--- src/rtl/icap_pkg.sv ---
// Shared ICAPE2 command words, sequencer state type and ICAP byte bit-ordering helper.
// Imported by the sequencer and its command ROM.
package icap_pkg;

  localparam logic [31:0] ICAP_SYNC    = 32'hAA99_5566;
  localparam logic [31:0] ICAP_NOOP    = 32'h2000_0000;
  localparam logic [31:0] ICAP_RD_STAT = 32'h2800_E001;
  localparam logic [31:0] ICAP_WR_CMD  = 32'h3000_8001;
  localparam logic [31:0] ICAP_DESYNC  = 32'h0000_000D;

  localparam int ROM_IDX_W = 4;

  // ROM index ranges: CMD is 0..4, DSY is 5..8.
  localparam logic [ROM_IDX_W-1:0] CMD_FIRST = 4'd0;
  localparam logic [ROM_IDX_W-1:0] CMD_LAST  = 4'd4;
  localparam logic [ROM_IDX_W-1:0] DSY_FIRST = 4'd5;
  localparam logic [ROM_IDX_W-1:0] DSY_LAST  = 4'd8;

  typedef enum logic [3:0] {
    S_IDLE,
    S_WR,
    S_GAP,
    S_CMD,
    S_SW1,
    S_RD,
    S_SW2,
    S_DSY,
    S_FIN
  } state_t;

  function automatic logic [31:0] bitswap32(input logic [31:0] x);
    logic [31:0] y;
    for (int b = 0; b < 4; b++) begin
      for (int i = 0; i < 8; i++) begin
        y[8*b + i] = x[8*b + 7 - i];
      end
    end
    return y;
  endfunction

endpackage

--- src/rtl/icap_cmd_rom.sv ---
// Index-to-word lookup for the post-bitstream command sequence (STAT read, then desync).
// Purely combinational; no flow control.
module icap_cmd_rom
  import icap_pkg::*;
(
  input  logic [ROM_IDX_W-1:0] idx,
  output logic [31:0]          word
);

  always_comb begin
    word = ICAP_NOOP;
    case (idx)
      4'd0:    word = ICAP_SYNC;
      4'd1:    word = ICAP_NOOP;
      4'd2:    word = ICAP_RD_STAT;
      4'd3:    word = ICAP_NOOP;
      4'd4:    word = ICAP_NOOP;
      4'd5:    word = ICAP_WR_CMD;
      4'd6:    word = ICAP_DESYNC;
      4'd7:    word = ICAP_NOOP;
      4'd8:    word = ICAP_NOOP;
      default: word = ICAP_NOOP;
    endcase
  end

endmodule

--- src/rtl/icap_seq_ctrl.sv ---
// ICAPE2 partial-reconfiguration sequencer: streams bitstream words, reads STAT, desyncs.
// All outputs registered; done 14+READ_LAT cycles after the last beat; bs_ready low outside IDLE/WR.
module icap_seq_ctrl
  import icap_pkg::*;
#(
  parameter int BITSWAP  = 1,
  parameter int READ_LAT = 3
) (
  input  logic        clk,
  input  logic        rst,
  input  logic        bs_valid,
  input  logic [31:0] bs_data,
  input  logic        bs_last,
  output logic        bs_ready,
  output logic        busy,
  output logic        done,
  output logic        crc_err,
  output logic [31:0] stat_word,
  output logic        icap_csib,
  output logic        icap_rdwrb,
  output logic [31:0] icap_i,
  input  logic [31:0] icap_o
);

  localparam logic [2:0] RD_LAST = 3'(READ_LAT - 1);

  state_t               state, state_nxt;
  logic [ROM_IDX_W-1:0] idx_q, idx_nxt;
  logic [2:0]           rd_cnt, rd_cnt_nxt;
  logic                 csib_nxt, rdwrb_nxt, ready_nxt, busy_nxt, done_nxt, crc_nxt;
  logic [31:0]          icap_i_nxt, stat_nxt, rom_word;
  logic                 accept;

  function automatic logic [31:0] swap(input logic [31:0] x);
    return (BITSWAP != 0) ? bitswap32(x) : x;
  endfunction

  icap_cmd_rom u_rom (
    .idx  (idx_q),
    .word (rom_word)
  );

  assign accept = bs_valid & bs_ready;

  // Each state computes the registered outputs for the following cycle, so the
  // ICAP pins lag the state register by one cycle.
  always_comb begin
    state_nxt  = state;
    idx_nxt    = idx_q;
    rd_cnt_nxt = rd_cnt;
    csib_nxt   = 1'b1;
    rdwrb_nxt  = icap_rdwrb;
    icap_i_nxt = icap_i;
    busy_nxt   = busy;
    done_nxt   = 1'b0;
    crc_nxt    = crc_err;
    stat_nxt   = stat_word;

    case (state)
      S_IDLE: begin
        if (accept) begin
          icap_i_nxt = swap(bs_data);
          csib_nxt   = 1'b0;
          busy_nxt   = 1'b1;
          crc_nxt    = 1'b0;
          state_nxt  = bs_last ? S_GAP : S_WR;
        end
      end
      S_WR: begin
        if (accept) begin
          icap_i_nxt = swap(bs_data);
          csib_nxt   = 1'b0;
          if (bs_last) state_nxt = S_GAP;
        end
      end
      S_GAP: begin
        idx_nxt   = CMD_FIRST;
        state_nxt = S_CMD;
      end
      S_CMD: begin
        icap_i_nxt = swap(rom_word);
        csib_nxt   = 1'b0;
        rdwrb_nxt  = 1'b0;
        idx_nxt    = idx_q + 1'b1;
        if (idx_q == CMD_LAST) state_nxt = S_SW1;
      end
      S_SW1: begin
        rd_cnt_nxt = 3'd0;
        state_nxt  = S_RD;
      end
      S_RD: begin
        // rdwrb rises together with the first read strobe, after a csib=1 cycle.
        csib_nxt  = 1'b0;
        rdwrb_nxt = 1'b1;
        if (rd_cnt == RD_LAST) begin
          state_nxt = S_SW2;
        end else begin
          rd_cnt_nxt = rd_cnt + 1'b1;
        end
      end
      S_SW2: begin
        // icap_o now holds the word for the last visible read strobe.
        stat_nxt  = swap(icap_o);
        crc_nxt   = stat_nxt[0];
        idx_nxt   = DSY_FIRST;
        state_nxt = S_DSY;
      end
      S_DSY: begin
        icap_i_nxt = swap(rom_word);
        csib_nxt   = 1'b0;
        rdwrb_nxt  = 1'b0;
        idx_nxt    = idx_q + 1'b1;
        if (idx_q == DSY_LAST) state_nxt = S_FIN;
      end
      S_FIN: begin
        done_nxt  = 1'b1;
        busy_nxt  = 1'b0;
        state_nxt = S_IDLE;
      end
      default: state_nxt = S_IDLE;
    endcase

    ready_nxt = (state_nxt == S_IDLE) || (state_nxt == S_WR);
  end

  always_ff @(posedge clk) begin
    if (rst) begin
      state      <= S_IDLE;
      idx_q      <= '0;
      rd_cnt     <= '0;
      icap_csib  <= 1'b1;
      icap_rdwrb <= 1'b0;
      icap_i     <= '0;
      bs_ready   <= 1'b0;
      busy       <= 1'b0;
      done       <= 1'b0;
      crc_err    <= 1'b0;
      stat_word  <= '0;
    end else begin
      state      <= state_nxt;
      idx_q      <= idx_nxt;
      rd_cnt     <= rd_cnt_nxt;
      icap_csib  <= csib_nxt;
      icap_rdwrb <= rdwrb_nxt;
      icap_i     <= icap_i_nxt;
      bs_ready   <= ready_nxt;
      busy       <= busy_nxt;
      done       <= done_nxt;
      crc_err    <= crc_nxt;
      stat_word  <= stat_nxt;
    end
  end

endmodule

--- config.mk ---
export PLATFORM = sky130hd
export DESIGN_NAME = icap_seq_ctrl
export DESIGN_NICKNAME = d
export VERILOG_FILES = /design/src/rtl/icap_pkg.sv /design/src/rtl/icap_cmd_rom.sv /design/src/rtl/icap_seq_ctrl.sv
export SDC_FILE = /design/constraint.sdc
export NUM_CORES = 1
export LEC_CHECK = 0
export CAP_MARGIN = 20
export CORE_ASPECT_RATIO = 0.7
export CORE_UTILIZATION = 40
export DETAILED_ROUTE_END_ITERATION = 8
export DONT_BUFFER_PORTS = 1
export SYNTH_ARGS = -nofsm -noshare
export SYNTH_HDL_FRONTEND = slang
export SYNTH_SLANG_ARGS = --single-unit
--- constraint.sdc ---
create_clock -name clk -period 1.7 [get_ports clk]
set_input_delay 0.51 -clock clk [delete_from_list [all_inputs] [get_ports clk]]
set_output_delay 0.51 -clock clk [all_outputs]
set_load 0.01 [all_outputs]
==> results.md, run 1 <==
- Type of origin of the critical path: flip-flop
- Router iterations before antenna repair: 4
- I/O Pins: 138
- Total Wirelength: 8470 um
- Total instance count after detailed placement: 550
- Synthesized netlist net count: 508
- Skew final: 0.00298 ns
- Number of instances in the synthesized netlist: 434
- Post-Place Worst Slack: -0.0156 ns
- Arrival time at the worst endpoint: 1.87 ns
- First-pass GRT wire length: 12,600 um
- Residual DRC: 0
- Initial antenna violation count: 0
- CTS tree: done
- Number of enable flip-flop cells after synthesis: 0
- Final cycle utilization of the critical path: 97.5%
- Worst hold path type: in -> reg
- Top cells by area, synth: dfxtp_1 (51%), nand2_1 (15%), a21oi_1 (7.6%)
- Number of global-route vias before repair: 2,621
- Mean post-synth cell area: 8.19 sq um
- Worst-Skew Late Latency: 0.34 ns
- CTS buffer count: 9
- Power per cell area: 1140 nW/um^2
- Count of state elements after synthesis: 90
- Routed wirelength normalized by instance count: 14.9 um
- Number of warnings issued by yosys: 0
- Minimum clock period after layout: 1.66 ns
- Number of levels in the clock H-tree: 3
- Root buffer cell: clkbuf_16
- Number of pins with negative max-slew slack in the final report: 0
- Total die area: 9270 sq um
- Nets: 516
- Peak Freq: 604 MHz
- Capturing element type of the critical path: flip-flop
- Total half-perimeter wirelength after legalization and detailed placement: 5700 um
- Remaining antenna violation count after routing: 0
- RSZ-0062 raised after global routing: true
- Width of the die: 115 um
- Max_slew headroom: 74.1%
- Register area share after synthesis: 50.7%
- Final weighted congestion in routability-driven placement: 0.788
- Endpoint required time on the critical path: 1.91 ns
- Area added between synthesis and finish: 21.5%
- Number of endpoints with negative hold slack in the final report: 0
- Total setup violations reported at the end of the flow: 0
- Post-synth top flop: dfxtp_1
- Count of placed standard cells in the final layout, fillers left out: 567
- Worst-case hold slack: 0.236 ns
- Initial DRC count: 115
- Post-route setup slack: 0.0430 ns
- CTS clk-pin slew, worst paths: 0.06 ns
- Count of antenna diodes in the layout: 0
- Hold buffers post-CTS: 0
- Die Y-Extent: 80.9 um
- Via count: 2,990
- Remaining global-route overflow: 0
- CP Max Fanout: 4
- Leading cell type by number of instances after synthesis: nand2_1
- Fraction of layout instances using a drive strength above 1: 16.3%
- Combined area of all synthesized cells: 3550 sq um
- Crit path kind: reg -> reg
- Area share of the largest cell type after synthesis: 50.7%
- Tightest Pin Transition: 0.387 ns
- All-layer global routing usage: 17.7%
- Sink count of the clock tree: 90
- Leakage power total: 0.00148 uW
- Initial Util: 41.6%
- Largest net degree at the start of global routing: 63
- Outcome: finished, final reports clean
- Core Footprint: 8550 sq um
- Highest ir drop seen on vdd: 0.924 mV
- CTS max path bufs: 2
- Number of fillers in the final layout: 818
- # rows: 28
- Cell type contributing the most total cell area after synthesis: dfxtp_1
- Number of max-cap violations: 0
- Share of flip-flops with an asynchronous set or reset: 0%
- Library cells used by synthesis: 43
- Via density per instance: 5.27
- Number of I/O port buffers: 0
- Cell types with the highest counts after synthesis: nand2_1 (142), dfxtp_1 (90), a21oi_1 (54)
-- power by group --
part | total [uW] | internal [uW] | switching (uW)
logic | 226 | 95.8 | 130
clock network | 2460 | 1630 | 830
registers | 2230 | 2170 | 63.8
-- repair_timing --
item,in CTS,in global routing
pin swaps,0,5
cloned,0,0
endpoints found under the setup margin,3,7
resized for setup,2,26
buffers inserted,0,1
-- critical path, cell delays in order (launching register included) --
cell	delay, ns
dfxtp_2	0.34
inv_2	0.04
ha_4	0.25
nand2_2	0.03
mux2_4	0.29
nor2_4	0.15
buf_6	0.12
inv_4	0.03
ha_4	0.14
inv_2	0.05
o32ai_2	0.08
-- sequential cells by signal, indices dropped and copies added (netlist names) --
name	flops
icap_i	32
bs_ready	1
done	1
icap_csib	1
idx_q	4
icap_rdwrb	1
busy	1
rd_cnt	3
u_rom.word	9
state	4
stat_word	32
crc_err	1
-- cell usage in the layout (no fill, tap or decap), drive strengths merged, types with 7 or more instances in the layout --
cell type,n
a21oi,54
a311oi,9
a31oi,15
buf,28
clkbuf,10
dfxtp,90
inv,9
nand2,142
nor2,16
nor3,7
o21ai,8
-- cell type report --
cell class / instances / area, sq um / share of cell area [%]
Multi-Input combinational cell: 304 / 1690 / 39.0
Timing Repair Buffer: 28 / 264 / 6.11
Sequential cell: 90 / 1810 / 41.8
Clock buffer: 10 / 239 / 5.53
Inverter: 9 / 36.3 / 0.840
Tap cell: 120 / 150 / 3.48
Clock inverter: 6 / 138 / 3.19
-- metrics by stage --
step | utilization [%] | total power [uW] | cell area, sq um | setup TNS [ns]
4_1_cts | 49.2 | 4970 | 4210 | 0
3_5_place_dp | 44.8 | 2490 | 3830 | -0.0189
6_report | 50.5 | 4920 | 4320 | 0
3_3_place_gp | 44.8 | 2490 | 3830 | 0
2_1_floorplan | - | 2440 | 3560 | 0
5_1_grt | 50.5 | 5090 | 4320 | -0.0765
-- kinds of logic after synthesis --
| group | Yosys count | share of synthesized area [%] |
|---|---|---|
| simple gates | 196 | 24.6 |
| buf+inv | 40 | 5.07 |
| fa+ha+maj | 6 | 2.11 |
| flops | 90 | 50.7 |
| compound gates | 100 | 16.9 |
| mux | 2 | 0.634 |
-- layer usage --
metal | vias up | part of all wire, % | track usage [%]
li1 | 1492 | - | -
met1 | 1368 | 45 | 22.6
met2 | 117 | 43 | 25.6
met3 | 13 | 10 | 8.28
met4 | 0 | 1.6 | 7.40
met5 | - | 0 | 0
-- worst paths after layout --
| kind | from | end | slack (ns) | cells after the start |
|---|---|---|---|---|
| hold reg to reg | u_rom.word[2] | icap_i[5] | 0.48 | 2 |
| setup reg to reg | idx_q[0] | u_rom.word[15] | 0.04 | 10 |
| setup / recovery | idx_q[0] | u_rom.word[15] | 0.04 | 10 |
| hold / removal | rst | icap_i[27] | 0.24 | 1 |
Note: power is estimated with default switching activity, not from simulation.
==> run 2: changes to the inputs <==
--- a/config.mk
+++ b/config.mk
@@ -7,7 +7,7 @@
 export LEC_CHECK = 0
 export CAP_MARGIN = 20
 export CORE_ASPECT_RATIO = 0.7
-export CORE_UTILIZATION = 40
+export CORE_UTILIZATION = 35
 export DETAILED_ROUTE_END_ITERATION = 8
 export DONT_BUFFER_PORTS = 1
 export SYNTH_ARGS = -nofsm -noshare
==> run 2 against run 1 <==
Against the previous run:
- total power decreased by 8.3%
- clock skew is 0.0019 ns higher
- sequential power about the same
- clock power is 17% lower
- largest power group is now registers
- critical path depth unchanged
- global-route usage decreased by 1.8 points
- count of clock-buffer cells in the layout unchanged
- routed wire length is 0.31% lower
- register-to-register slack barely moved
- cell area decreased by 1.6%
- largest cell class unchanged
- die area grew 14%
- highest routed layer unchanged
- first-iteration DRC count grew 16%
==> results.md, run 2 (synthesis gave the netlist of run 1 again) <==
- Outcome: finished, final reports clean
- Number of I/O port buffers: 0 (unchanged)
- Total setup violations reported at the end of the flow: 0 (unchanged)
- Crit path kind: reg -> reg
- Number of max-cap violations: 0 (unchanged)
- Max_slew headroom: 74.7% (+0.60 points)
- Commonest non-fill, non-tap cell in the layout: nand2_1
- Count of placed standard cells in the final layout, fillers left out: 570 (+0.53%)
- Type of origin of the critical path: flip-flop
- Fin util: 43.4% (-7.1 points)
- Largest net degree at the start of global routing: 63 (unchanged)
- Endpoint required time on the critical path: 1.91 ns (about the same)
- Crit-path max cell delay: 0.34 ns (about the same)
- CTS tree: done
- Width of the die: 122 um (+6.8%)
- I/O Pins: 138 (unchanged)
- Minimum clock period after layout: 1.66 ns (+0.00749 ns)
- Post-route setup slack: 0.0355 ns (-0.00749 ns)
- Post-Place Worst Slack: -0.0498 ns (-0.0341 ns)
- Hold buffers post-CTS: 0 (unchanged)
- Remaining antenna violation count after routing: 0 (unchanged)
- # rows: 30 (+7.1%)
- Leakage power total: 0.00142 uW (-3.7%)
- Skew final: 0.00490 ns (+0.00192 ns)
- Leading cell types in the layout, fill and taps excluded: nand2_1 (140), dfxtp_1 (86), a21oi_1 (52)
- R2R Path Start: idx_q[1]
- Total Wirelength: 8440 um (-0.31%)
- Nets: 511 (-0.97%)
- Number of endpoints with negative hold slack in the final report: 0 (unchanged)
- Initial antenna violation count: 0 (unchanged)
- Overall power consumption: 4510 uW (-8.3%)
- Arrival time at the worst endpoint: 1.88 ns (about the same)
- Die Y-Extent: 86.3 um (+6.7%)
- R2R Setup Slk: 0.04 ns (about the same)
- Total half-perimeter wirelength after legalization and detailed placement: 5810 um (+2.0%)
- Tightest Pin Transition: 0.378 ns (-0.00898 ns)
- Residual DRC: 0 (unchanged)
- Count of antenna diodes in the layout: 0 (unchanged)
- Highest-delay cell along the critical path: dfxtp_2
- Total die area: 10,600 sq um (+14%)
- Source of the worst hold timing path: rst
- Cell breakdown of the critical path: inv_2 -> ha_4 -> nand2_2 -> mux2_4 -> nor2_4 -> buf_6 -> inv_4 -> ha_4 -> inv_2 -> o32ai_2
- All-layer global routing usage: 15.9% (-1.8 points)
- Area added between synthesis and finish: 19.6%
- Final weighted congestion in routability-driven placement: 0.734 (-6.9%)
- Routed wirelength normalized by instance count: 14.8 um (-0.83%)
- Power per cell area: 1060 nW/um^2 (-6.8%)
- Root buffer cell: clkbuf_16
- CTS clk-pin slew, worst paths: 0.06 ns (about the same)
- CTS buffer count: 9 (unchanged)
- First-pass GRT wire length: 13,100 um (+4.2%)
- CTS max path bufs: 2 (unchanged)
- Initial DRC count: 133 (+16%)
- Worst-Skew Late Latency: 0.34 ns (about the same)
- Initial Util: 36.3% (-5.3 points)
- CP Max Fanout: 4 (unchanged)
- Number of pins with negative max-slew slack in the final report: 0 (unchanged)
- Final cycle utilization of the critical path: 97.9% (+0.44 points)
- Highest ir drop seen on vdd: 0.539 mV (-42%)
- Number of levels in the clock H-tree: 3 (unchanged)
- Peak Freq: 601 MHz (-0.45%)
- Worst hold path type: in -> reg
- Core Footprint: 9800 sq um (+15%)
- Reg-to-reg critical path endpoint: u_rom.word[15]
- Remaining global-route overflow: 0 (unchanged)
- RSZ-0062 raised after global routing: true
- Worst Reg-to-Reg Cells: 10 (unchanged)
- Worst Hold Path EP: icap_i[27]
- Worst hold stages: 1 (unchanged)
- Router iterations before antenna repair: 5 (+1)
- Via count: 2,968 (-0.74%)
- Capturing element type of the critical path: flip-flop
- Total instance count after detailed placement: 552 (+0.36%)
- Fraction of layout instances using a drive strength above 1: 15.6% (-0.72 points)
- Via density per instance: 5.21 (-1.3%)
- Sink count of the clock tree: 90 (unchanged)
- Number of global-route vias before repair: 2,719 (+3.7%)
-- run 2: cell count changes in the layout (fill, tap and decap cells not counted), sizes merged --
cell,previous run,this run
buf,28,23
bufinv,4,1
inv,9,11
clkinvlp,0,1
-- run 2: worst max path at each step --
stage	from	endpoint	cells past startpoint	slack, ns
finish	idx_q[1]	u_rom.word[15]	10	0.04
global route	state[3]	u_rom.word[29]	4	-0.02
CTS	idx_q[0]	u_rom.word[15]	10	0.005
detailed placement	idx_q[0]	u_rom.word[15]	10	-0.05
global placement	idx_q[1]	u_rom.word[15]	10	0.02
floorplan	idx_q[0]	u_rom.word[0]	7	0.01
-- run 2: report_power, final --
group	total [uW]	internal [uW]	switching, uW
registers	2230	2170	63.5
clock network	2050	1190	858
logic	227	98.7	129
-- run 2: per-layer routing --
layer | vias up | GRT usage, % | share of wire (%)
met3 | 6 | 7.63 | 10
met2 | 129 | 25.0 | 46
met4 | 0 | 3.88 | 0.65
li1 | 1479 | - | -
met5 | - | 0 | 0
met1 | 1354 | 19.6 | 43
-- run 2: layout make-up --
| class | count | area (sq um) |
|---|---|---|
| clock buffer | 10 | 239 |
| fill | 944 | 5540 |
| clock inverter | 6 | 72.6 |
| multi-input combinational | 304 | 1700 |
| tap | 128 | 160 |
| timing repair buffer | 23 | 239 |
| sequential | 90 | 1810 |
| inverter | 9 | 36.3 |
-- run 2: through the flow --
step / area [sq um] / hold slack [ns] / setup TNS [ns]
5_1_grt: 4250 / 0.217 / -0.0410
2_1_floorplan: 3560 / 0.452 / 0
3_3_place_gp: 3800 / 0.457 / 0
4_1_cts: 4120 / 0.228 / 0
3_5_place_dp: 3800 / 0.473 / -0.0694
6_report: 4250 / 0.241 / 0
-- run 2: critical path, delay by kind of cell (launching register included) --
family	cells	cell delay, ns
adder cells (fa/ha/maj)	2	0.39
flip-flops	1	0.34
multiplexers	1	0.29
buffers and inverters	4	0.25
AND/OR/NAND/NOR	2	0.19
AO/OA/AOI/OAI	1	0.08
-- run 2: timing repair --
action | CTS | global route
pin swaps | 0 | 4
resized for setup | 2 | 26
buffers inserted | 0 | 2
endpoints found under the hold margin | 0 | 0
setup endpoints to repair | 2 | 11
